==> config.mk <==
export PLATFORM = sky130hd
export DESIGN_NAME = digit_select_ctrl
export DESIGN_NICKNAME = d
export VERILOG_FILES = /design/src/rtl/digit_select_ctrl_pkg.sv /design/src/rtl/digit_select_ctrl_button.sv /design/src/rtl/digit_select_ctrl.sv
export SDC_FILE = /design/constraint.sdc
export NUM_CORES = 1
export LEC_CHECK = 0
export BUFFER_PORTS_ARGS = -buffer_cell sky130_fd_sc_hd__buf_2
export CORE_MARGIN = 10
export CORE_UTILIZATION = 50
export DETAILED_ROUTE_END_ITERATION = 6
export GPL_ROUTABILITY_DRIVEN = 0
export HOLD_SLACK_MARGIN = 0.15
export PLACE_DENSITY = 0.69
export SLEW_MARGIN = 20
export SYNTH_ARGS = -nofsm -noshare
export SYNTH_HDL_FRONTEND = slang
export SYNTH_SLANG_ARGS = --single-unit
==> constraint.sdc <==
create_clock -name clk -period 3 [get_ports clk]
set_input_delay 0.6 -clock clk [delete_from_list [all_inputs] [get_ports clk]]
set_output_delay 0.6 -clock clk [all_outputs]
set_load 0.01 [all_outputs]
==> src/rtl/digit_select_ctrl_pkg.sv <==
// Shared definitions for the digit selector.
// Contents:
//   step_e      - what the selector is asked to do on one clock edge
//   sel_width   - width of a digit index for a given digit count
//   count_width - width of a counter that must reach a given maximum value
package digit_select_ctrl_pkg;

  typedef enum logic [1:0] {
    STEP_NONE = 2'd0,
    STEP_UP   = 2'd1,
    STEP_DOWN = 2'd2
  } step_e;

  // Index width for n digits. Never returns zero, so a two-digit
  // selector still gets a one-bit index.
  function automatic int sel_width(input int n);
    return (n <= 2) ? 1 : $clog2(n);
  endfunction

  // Width needed to hold values 0..max_val-1 (at least one bit).
  function automatic int count_width(input int max_val);
    return (max_val <= 2) ? 1 : $clog2(max_val);
  endfunction

endpackage

==> src/rtl/digit_select_ctrl_button.sv <==
// button_debounce_edge: conditions one raw push button.
// Ports:
//   clk, rst : system clock, asynchronous active-high reset
//   pb       : raw asynchronous button, high = pressed
//   held     : debounced button state
//   step     : one-cycle step request, combinational, valid on the edge
//              where held rises, plus auto-repeat requests while held
module button_debounce_edge
  import digit_select_ctrl_pkg::*;
#(
  parameter int DEBOUNCE_BITS = 16,
  parameter int REPEAT_DELAY  = 0,
  parameter int REPEAT_PERIOD = 1
) (
  input  logic clk,
  input  logic rst,
  input  logic pb,
  output logic held,
  output logic step
);

  logic                     sync_a;
  logic                     s;
  logic [DEBOUNCE_BITS-1:0] db_cnt;
  logic                     toggle;
  logic                     press;
  logic                     repeat_step;

  always_ff @(posedge clk or posedge rst) begin
    if (rst) begin
      sync_a <= 1'b0;
      s      <= 1'b0;
    end else begin
      sync_a <= pb;
      s      <= sync_a;
    end
  end

  // The debounced state flips only after s has disagreed with it for
  // 2^DEBOUNCE_BITS consecutive edges; any agreement restarts the count.
  assign toggle = (s != held) && (&db_cnt);

  always_ff @(posedge clk or posedge rst) begin
    if (rst) begin
      db_cnt <= '0;
      held   <= 1'b0;
    end else if (s == held) begin
      db_cnt <= '0;
    end else if (toggle) begin
      held   <= ~held;
      db_cnt <= '0;
    end else begin
      db_cnt <= db_cnt + 1'b1;
    end
  end

  assign press = toggle && !held;

  generate
    if (REPEAT_DELAY > 0) begin : g_repeat
      localparam int HOLD_MAX = (REPEAT_DELAY > REPEAT_PERIOD) ? REPEAT_DELAY : REPEAT_PERIOD;
      localparam int HOLD_W   = count_width(HOLD_MAX);

      logic [HOLD_W-1:0] hold_cnt;
      logic [HOLD_W-1:0] target;
      logic              repeating;
      logic              fire;

      // The first repeat waits REPEAT_DELAY edges after the press, later
      // ones REPEAT_PERIOD edges after the previous repeat. A release
      // taking effect on this edge suppresses the repeat.
      assign target = repeating ? HOLD_W'(REPEAT_PERIOD - 1) : HOLD_W'(REPEAT_DELAY - 1);
      assign fire   = held && !toggle && (hold_cnt == target);

      always_ff @(posedge clk or posedge rst) begin
        if (rst) begin
          hold_cnt  <= '0;
          repeating <= 1'b0;
        end else if (press) begin
          hold_cnt  <= '0;
          repeating <= 1'b0;
        end else if (fire) begin
          hold_cnt  <= '0;
          repeating <= 1'b1;
        end else if (held) begin
          hold_cnt  <= hold_cnt + 1'b1;
        end
      end

      assign repeat_step = fire;
    end else begin : g_no_repeat
      assign repeat_step = 1'b0;
    end
  endgenerate

  assign step = press || repeat_step;

endmodule

==> src/rtl/digit_select_ctrl.sv <==
// digit_select_ctrl: selects which of NUM_DIGITS digits is being edited.
// Ports:
//   clk, rst    : system clock, asynchronous active-high reset
//   pb_next     : raw button, steps sel up
//   pb_prev     : raw button, steps sel down
//   load        : synchronous direct-set strobe (wins over any step)
//   load_val    : value written on load, clamped to NUM_DIGITS-1
//   sel         : selected digit index
//   sel_onehot  : registered one-hot decode of sel
//   sel_changed : one-cycle pulse the cycle after sel changes value
//   next_held   : debounced pb_next
//   prev_held   : debounced pb_prev
module digit_select_ctrl
  import digit_select_ctrl_pkg::*;
#(
  parameter int NUM_DIGITS    = 4,
  parameter int DEBOUNCE_BITS = 16,
  parameter int REPEAT_DELAY  = 0,
  parameter int REPEAT_PERIOD = 1,
  parameter int WRAP          = 1,
  localparam int SEL_W        = sel_width(NUM_DIGITS)
) (
  input  logic                  clk,
  input  logic                  rst,
  input  logic                  pb_next,
  input  logic                  pb_prev,
  input  logic                  load,
  input  logic [SEL_W-1:0]      load_val,
  output logic [SEL_W-1:0]      sel,
  output logic [NUM_DIGITS-1:0] sel_onehot,
  output logic                  sel_changed,
  output logic                  next_held,
  output logic                  prev_held
);

  localparam logic [SEL_W-1:0] MAX_SEL = SEL_W'(NUM_DIGITS - 1);

  logic             step_next;
  logic             step_prev;
  step_e            step_cmd;
  logic [SEL_W-1:0] sel_nxt;

  button_debounce_edge #(
    .DEBOUNCE_BITS(DEBOUNCE_BITS),
    .REPEAT_DELAY (REPEAT_DELAY),
    .REPEAT_PERIOD(REPEAT_PERIOD)
  ) u_next (
    .clk (clk),
    .rst (rst),
    .pb  (pb_next),
    .held(next_held),
    .step(step_next)
  );

  button_debounce_edge #(
    .DEBOUNCE_BITS(DEBOUNCE_BITS),
    .REPEAT_DELAY (REPEAT_DELAY),
    .REPEAT_PERIOD(REPEAT_PERIOD)
  ) u_prev (
    .clk (clk),
    .rst (rst),
    .pb  (pb_prev),
    .held(prev_held),
    .step(step_prev)
  );

  // Opposing requests on the same edge cancel each other.
  always_comb begin
    step_cmd = STEP_NONE;
    if (step_next && !step_prev) begin
      step_cmd = STEP_UP;
    end else if (step_prev && !step_next) begin
      step_cmd = STEP_DOWN;
    end
  end

  // Load clamps out-of-range values so sel never holds an invalid code,
  // which also keeps the step arithmetic inside 0..NUM_DIGITS-1.
  always_comb begin
    sel_nxt = sel;
    if (load) begin
      sel_nxt = (load_val > MAX_SEL) ? MAX_SEL : load_val;
    end else begin
      case (step_cmd)
        STEP_UP: begin
          if (sel == MAX_SEL) begin
            sel_nxt = (WRAP != 0) ? '0 : MAX_SEL;
          end else begin
            sel_nxt = sel + 1'b1;
          end
        end
        STEP_DOWN: begin
          if (sel == '0) begin
            sel_nxt = (WRAP != 0) ? MAX_SEL : '0;
          end else begin
            sel_nxt = sel - 1'b1;
          end
        end
        default: begin
        end
      endcase
    end
  end

  always_ff @(posedge clk or posedge rst) begin
    if (rst) begin
      sel         <= '0;
      sel_onehot  <= NUM_DIGITS'(1);
      sel_changed <= 1'b0;
    end else begin
      sel         <= sel_nxt;
      sel_onehot  <= NUM_DIGITS'(1) << sel_nxt;
      sel_changed <= (sel_nxt != sel);
    end
  end

endmodule

-- Word-level counts from Yosys, hierarchy flattened
Cells that the tools add are included.
- flip-flop bits (word level): 45
- bits of input ports: 7
- output and inout port bits: 9
- logic and storage cells: 55
- add/subtract/negate cells: 4
- $lt $le $gt $ge: 1
- eq/ne operators: 8
- shift-type cells: 1
- multiplexer cells: 11
- bitwise gates (word level): 4
- reduce and logical (&&, ||, !) cells: 15
- operators by type and width (kind ; count):
    two-way mux 16 bit ; 4
    adder 16 x 1 -> 16 bit (second input constant) ; 2
    AND reduction 16 bit ; 2
    two-way mux 2 bit ; 6
    logical AND 1 bit ; 6
    == test 2 bit (second input constant) ; 2
    logical NOT 1 bit ; 4
    NOT 1 bit ; 4
    one-hot mux 2 bit (2 select lines) ; 1
    AND reduction 2 bit ; 2
    left shift 1 x 2 -> 4 bit (first input constant) ; 1
    adder 2 x 1 -> 2 bit (second input constant) ; 1
    == test 1 bit ; 2
    == test 2 x 1 -> 1 bit (second input constant) ; 1
    greater-than comparator 2 bit (second input constant) ; 1
    logical NOT 2 bit ; 1
    inequality test 1 bit ; 2
    inequality test 2 bit ; 1
    subtractor 2 x 1 -> 2 bit (second input constant) ; 1

-- Longest topological paths before layout
- word-level depth: 11
- depth in mapped cells: 10

-- Modules after synthesis
From an unflattened synthesis, not the netlist that was laid out.
- cell total of the unflattened synthesis: 211
- area total of the unflattened synthesis: 2240.9 µm²
- by module, submodules not included (module ; instances ; cells an instance ; area each (µm²) ; seq. area each (µm²)):
    button_debounce_edge ; 2 ; 85 ; 907.1 ; 475.5
    digit_select_ctrl ; 1 ; 41 ; 426.7 ; 176.4

-- Worst setup path after synthesis
No wires, ideal clock.
- path kind: reg-to-reg
- from: register u_next.db_cnt[0]
- to: register sel_onehot[2]
- setup time: 0.120 ns
- arrival time: 2.366 ns
- slack: 0.514 ns
- cell stages (with the launch flop): 11
- clock period less this slack: 2.486 ns
- cells stage by stage: dfrtp_1 > ha_1 > nand3_1 > nor2_1 > nand4_1 > or3b_1 > ha_1 > mux2_2 > mux2i_1 > o21ai_1 > and3_1
- cells in the longest elaborated chain, start to end: 11
- elaborated cells between the ends (all ways): 13
- ends and longest elaborated chain (item ; RTL line ; RTL):
    start, declared ; digit_select_ctrl_button.sv:24 ; logic [DEBOUNCE_BITS-1:0] db_cnt;
    start signal, assigned ; digit_select_ctrl_button.sv:53 ; db_cnt <= db_cnt + 1'b1;
    AND reduction 16 bit * ; digit_select_ctrl_button.sv:41 ; assign toggle = (s != held) && (&db_cnt);
    logical AND 1 bit * ; digit_select_ctrl_button.sv:41 ;
    logical AND 1 bit * ; digit_select_ctrl_button.sv:57 ; assign press = toggle && !held;
    logical NOT 1 bit ; digit_select_ctrl.sv:72 ; end else if (step_prev && !step_next) begin
    logical AND 1 bit ; digit_select_ctrl.sv:72 ;
    two-way mux 2 bit ; digit_select_ctrl.sv:72 ;
    two-way mux 2 bit * ; digit_select_ctrl.sv:70 ; if (step_next && !step_prev) begin
    == test 2 bit / == test 2 x 1 -> 1 bit (equally long branches) ; digit_select_ctrl.sv:84 ; case (step_cmd)
    one-hot mux 2 bit (2 select lines) * ; digit_select_ctrl.sv:84 ;
    two-way mux 2 bit * ; digit_select_ctrl.sv:81 ; if (load) begin
    net sel_nxt[1] ; digit_select_ctrl.sv:41 ; logic [SEL_W-1:0] sel_nxt;
    left shift 1 x 2 -> 4 bit * ; digit_select_ctrl.sv:112 ; sel_onehot <= NUM_DIGITS'(1) << sel_nxt;
    end signal, assigned ; digit_select_ctrl.sv:112 ;
    end, declared ; digit_select_ctrl.sv:30 ; output logic [NUM_DIGITS-1:0] sel_onehot,
The timed path passes the listed nets; every way through them passes the cells marked *.
A chain may end at the register's enable or synchronous reset.

-- Final worst setup path
Same ends and word-level chain as after synthesis.

==> metrics.log <==
INFO  metric status = finished, final reports clean
INFO  metric syn_avg_cell_area = 10.33 um2
INFO  metric timing.critical_path.cells = ha_1 -> nand3_1 -> nor2_2 -> nand4_1 -> or3b_1 -> ha_1 -> mux2_2 -> mux2i_1 -> o21ai_1 -> and3_1
INFO  metric cp.required = between 3 and 4 ns
INFO  metric post-cts-setup-buffers = 0
INFO  metric area_growth_syn_to_layout = 10.33%
INFO  metric synth.net_count = 230
INFO  metric timing.critical_path.from = u_next.db_cnt[0]$_DFF_PP0_
INFO  metric timing.critical_path.max_delay_family = simple AND/OR/NAND/NOR gates
INFO  metric wl = between 3000 and 4000 um
INFO  metric pwr-share-clk = 39.6%
INFO  metric rows = 24
INFO  metric post-route-period-util = 89.36%
INFO  metric ys_seq_elements = 45
INFO  metric timing.rr.start = u_next.db_cnt[0]$_DFF_PP0_
INFO  metric rr_endpoint = sel_onehot[2]$_DFF_PP0_
INFO  metric synth_seq_area_share = between 50% and 60%
INFO  metric remaining_drc_errors = 0
INFO  metric cp-start-kind = flip-flop
INFO  metric globalRouteTotalUtil = between 10% and 20%
INFO  metric fin_worst_hold_slack = 0.3583 ns
INFO  metric wire_per_inst = 13.27 um
INFO  metric setup_repair_after_global_routing_missed_its_margin = no
INFO  metric dr_total_vias = 1557
INFO  metric ys.warnings.count = 0
INFO  metric dp_hpwl = 2724 um
INFO  metric hold_viol = 0
INFO  metric cpMaxStageDelayCell = sky130_fd_sc_hd__dfrtp_1
INFO  metric max_clock_freq = 373.0 MHz
INFO  metric maxCapViolations = 0
INFO  metric hold-path-cell-count = 0
INFO  metric cts.sink_count = between 40 and 50
INFO  metric cp.buffers_inverters = 0
INFO  metric synth_enable_flop_cells = 0
INFO  metric crit_fanout = 5
INFO  metric fin_tns_setup = 0 ns
INFO  metric core_box_area = roughly 0.0044 mm2
INFO  metric fillerInstances = 384
INFO  metric tritoncts = built
INFO  metric count_of_nets_left_with_antenna_violations_after_detail_routing = 0
INFO  metric syn_area = 0.002241 mm2
INFO  metric postCtsHoldBufs = 0
INFO  metric die-area = 0.007559 mm2
INFO  metric final_net_count = roughly 250
INFO  metric dominantRegCellSynth = sky130_fd_sc_hd__dfrtp_1
INFO  metric worstHoldStart = u_prev.sync_a$_DFF_PP0_
INFO  metric layout.cells.most_common = sky130_fd_sc_hd__dfrtp_1
INFO  metric clk_tree_root_cell = sky130_fd_sc_hd__clkbuf_8
INFO  metric synth_cell_types = 47
INFO  metric netlist_instances = 217
INFO  metric timing.critical_path.mode_cell = sky130_fd_sc_hd__ha_1
INFO  metric period_needed = 2.681 ns
INFO  metric power_density = 481.1 mW/mm2
INFO  metric die_width = 86.95 um
INFO  metric reg2reg_depth = 10
INFO  metric regArea = between 0.001 and 0.0015 mm2
INFO  metric timing.hold.worst.class = flip-flop to flip-flop
INFO  metric ioPinCount = 16
INFO  metric initialDrtViolationCount = 59
INFO  metric p_leak = 1.097 nW
INFO  metric multi_input_area = 0.001051 mm2
INFO  metric grt_start_max_net_pins = 46
INFO  metric inserted_clock_buffers = 5
INFO  metric cts_repair_resize_count = 0
INFO  metric count_of_port_buffers_added_during_placement = 15
INFO  metric cts_max_path_buffers = 2
INFO  metric grt_antenna_before_repair = 0
INFO  metric max_slew_violation_total_from_the_final_report = 0
INFO  metric number_of_global_route_vias_before_repair = 1580
INFO  metric overflow = 0
INFO  metric power_switching_share = approximately 22%
INFO  metric max_slew_margin = approximately 40%
INFO  metric timing_worst_setup_path_type = flip-flop to flip-flop
INFO  metric start_util = 51.47%
INFO  metric cpPeakStageDelay = 0.41 ns
INFO  metric drive_gt1_share = about an eighth
INFO  metric power_frac_comb = 6.6%
INFO  metric clkTransAtPathRegs = 0.08 ns
INFO  metric worst_ep_arrival_time = 2.87 ns
INFO  metric internal_power_component = 925.9 uW
INFO  metric endpoint_kind = flip-flop
INFO  metric irDropWorstVdd = 0.3639 mV
INFO  metric cts_max_level = 2
INFO  metric setup_slack_of_the_most_critical_reg_to_reg_path = 0.32 ns
INFO  metric clock_insertion_delay_worst_skew = about 0.30 ns
INFO  metric p_sw = 263.6 uW
INFO  metric drt_first_pass_iters = 4
INFO  metric power.share.sequential = a little over half
INFO  metric synth_async_sr_flop_share = 100.0%
INFO  metric mostFrequentLayoutCells = 44 x sky130_fd_sc_hd__dfrtp_1, 29 x sky130_fd_sc_hd__nor2_1, 16 x sky130_fd_sc_hd__nand3_1, 15 x sky130_fd_sc_hd__buf_2, 13 x sky130_fd_sc_hd__xnor2_1
INFO  metric worst_slew_pin_slew = around 0.91 ns
INFO  metric finalSetupViolations = 0
INFO  metric die_y = about 87 um
INFO  metric fin_worst_skew = around 0.0098 ns
INFO  metric global_route_wire_length_before_repair = 6934 um
INFO  metric routed_via_count_divided_by_cell_count = 5.406
INFO  metric min_delay_worst_endpoint = u_prev.s$_DFF_PP0_
INFO  metric insertedDiodeCount = 0
==> layer usage <==
metal	track usage [%]	wire length, um
met1	14.04	1911
met2	16.72	1660
met3	4.307	218
met4	3.829	32
met5	0	0
==> final cells by class <==
class	instances	share of cell area [%]
tap	52	2.632
sequential	45	45.60
multi-input combinational	158	42.51
timing repair buffer	15	3.036
clock inverter	1	1.215
clock buffer	7	3.492
inverter	10	1.518
==> cell usage after synthesis, types with 3 or more instances <==
cell	number	area share, %
sky130_fd_sc_hd__dfrtp_1	44	49
sky130_fd_sc_hd__a21oi_1	7	1.6
sky130_fd_sc_hd__xnor2_1	13	5.1
sky130_fd_sc_hd__nor2_1	30	5.0
sky130_fd_sc_hd__nor4_1	4	1.1
sky130_fd_sc_hd__and4_1	4	1.6
sky130_fd_sc_hd__nand4_1	10	2.8
sky130_fd_sc_hd__ha_1	6	3.3
sky130_fd_sc_hd__nor3_1	6	1.3
sky130_fd_sc_hd__and2_1	3	0.84
sky130_fd_sc_hd__nand3_1	16	3.6
sky130_fd_sc_hd__nand2_1	12	2.0
sky130_fd_sc_hd__inv_1	10	1.7
sky130_fd_sc_hd__xor2_1	12	4.7
==> worst reg2reg max path: stages, from the launching register on <==
cell and delay (ns):
sky130_fd_sc_hd__dfrtp_1 0.41, sky130_fd_sc_hd__ha_1 0.26, sky130_fd_sc_hd__nand3_1 0.17, sky130_fd_sc_hd__nor2_2 0.17, sky130_fd_sc_hd__nand4_1 0.17, sky130_fd_sc_hd__or3b_1 0.41, sky130_fd_sc_hd__ha_1 0.23, sky130_fd_sc_hd__mux2_2 0.29
sky130_fd_sc_hd__mux2i_1 0.14, sky130_fd_sc_hd__o21ai_1 0.13, sky130_fd_sc_hd__and3_1 0.20
==> worst max path at each step <==
stage | to | slack, ns | cells after the start
final | sel_onehot[2]$_DFF_PP0_ | 0.32 | 10
after floorplan | sel_onehot[2]$_DFF_PP0_ | 0.51 | 10
after CTS | sel_onehot[3]$_DFF_PP0_ | 0.24 | 9
after global placement | sel_onehot[2]$_DFF_PP0_ | 0.35 | 10
after detailed placement | sel_onehot[3]$_DFF_PP0_ | 0.27 | 9
after global routing | sel_onehot[3]$_DFF_PP0_ | 0.02 | 10
==> power groups by stage <==
stage                     Sequential, mW  Clock [mW]  Combinational, mW
after floorplan                    0.655           0             0.0505
after global placement             0.652           0             0.0803
after detailed placement           0.653           0             0.0803
after CTS                          0.641       0.481             0.0806
after global routing               0.644       0.508             0.0896
final                              0.640       0.471             0.0781
==> logic make-up (layout without fill, tap and decap cells) <==
kind of cell | after synthesis | after routing | share of synthesized area, %
buffers and inverters | 14 | 33 | 2.903
flip-flops | 45 | 45 | 50.31
AO/OA/AOI/OAI | 21 | 21 | 6.700
multiplexers | 4 | 4 | 1.954
adder cells (fa/ha/maj) | 6 | 6 | 3.350
AND/OR/NAND/NOR | 102 | 102 | 25.01
XOR/XNOR | 25 | 25 | 9.771
==> stage by stage <==
stage          utilization, %  total power, mW  area, um2  std cells  setup WS (ns)
6_report                56.78            1.190       2472        288         0.3193
5_1_grt                 56.78            1.241       2472        288        0.02157
4_1_cts                 56.72            1.203       2470        288         0.2437
3_5_place_dp            54.05           0.7336       2354        280         0.2652
3_3_place_gp            54.05           0.7321       2354        280         0.3502
2_1_floorplan               -           0.7055       2241        217         0.5143
==> flip-flops by register name, summed over array words and instances (netlist names) <==
signal and cells:
u_prev.sync_a 1, u_prev.s 1, u_next.s 1, sel_onehot 4, sel 2, u_prev.db_cnt 16
u_prev.held 1, u_next.db_cnt 16, u_next.sync_a 1, u_next.held 1, sel_changed 1
(Power assumes the default switching activity.)
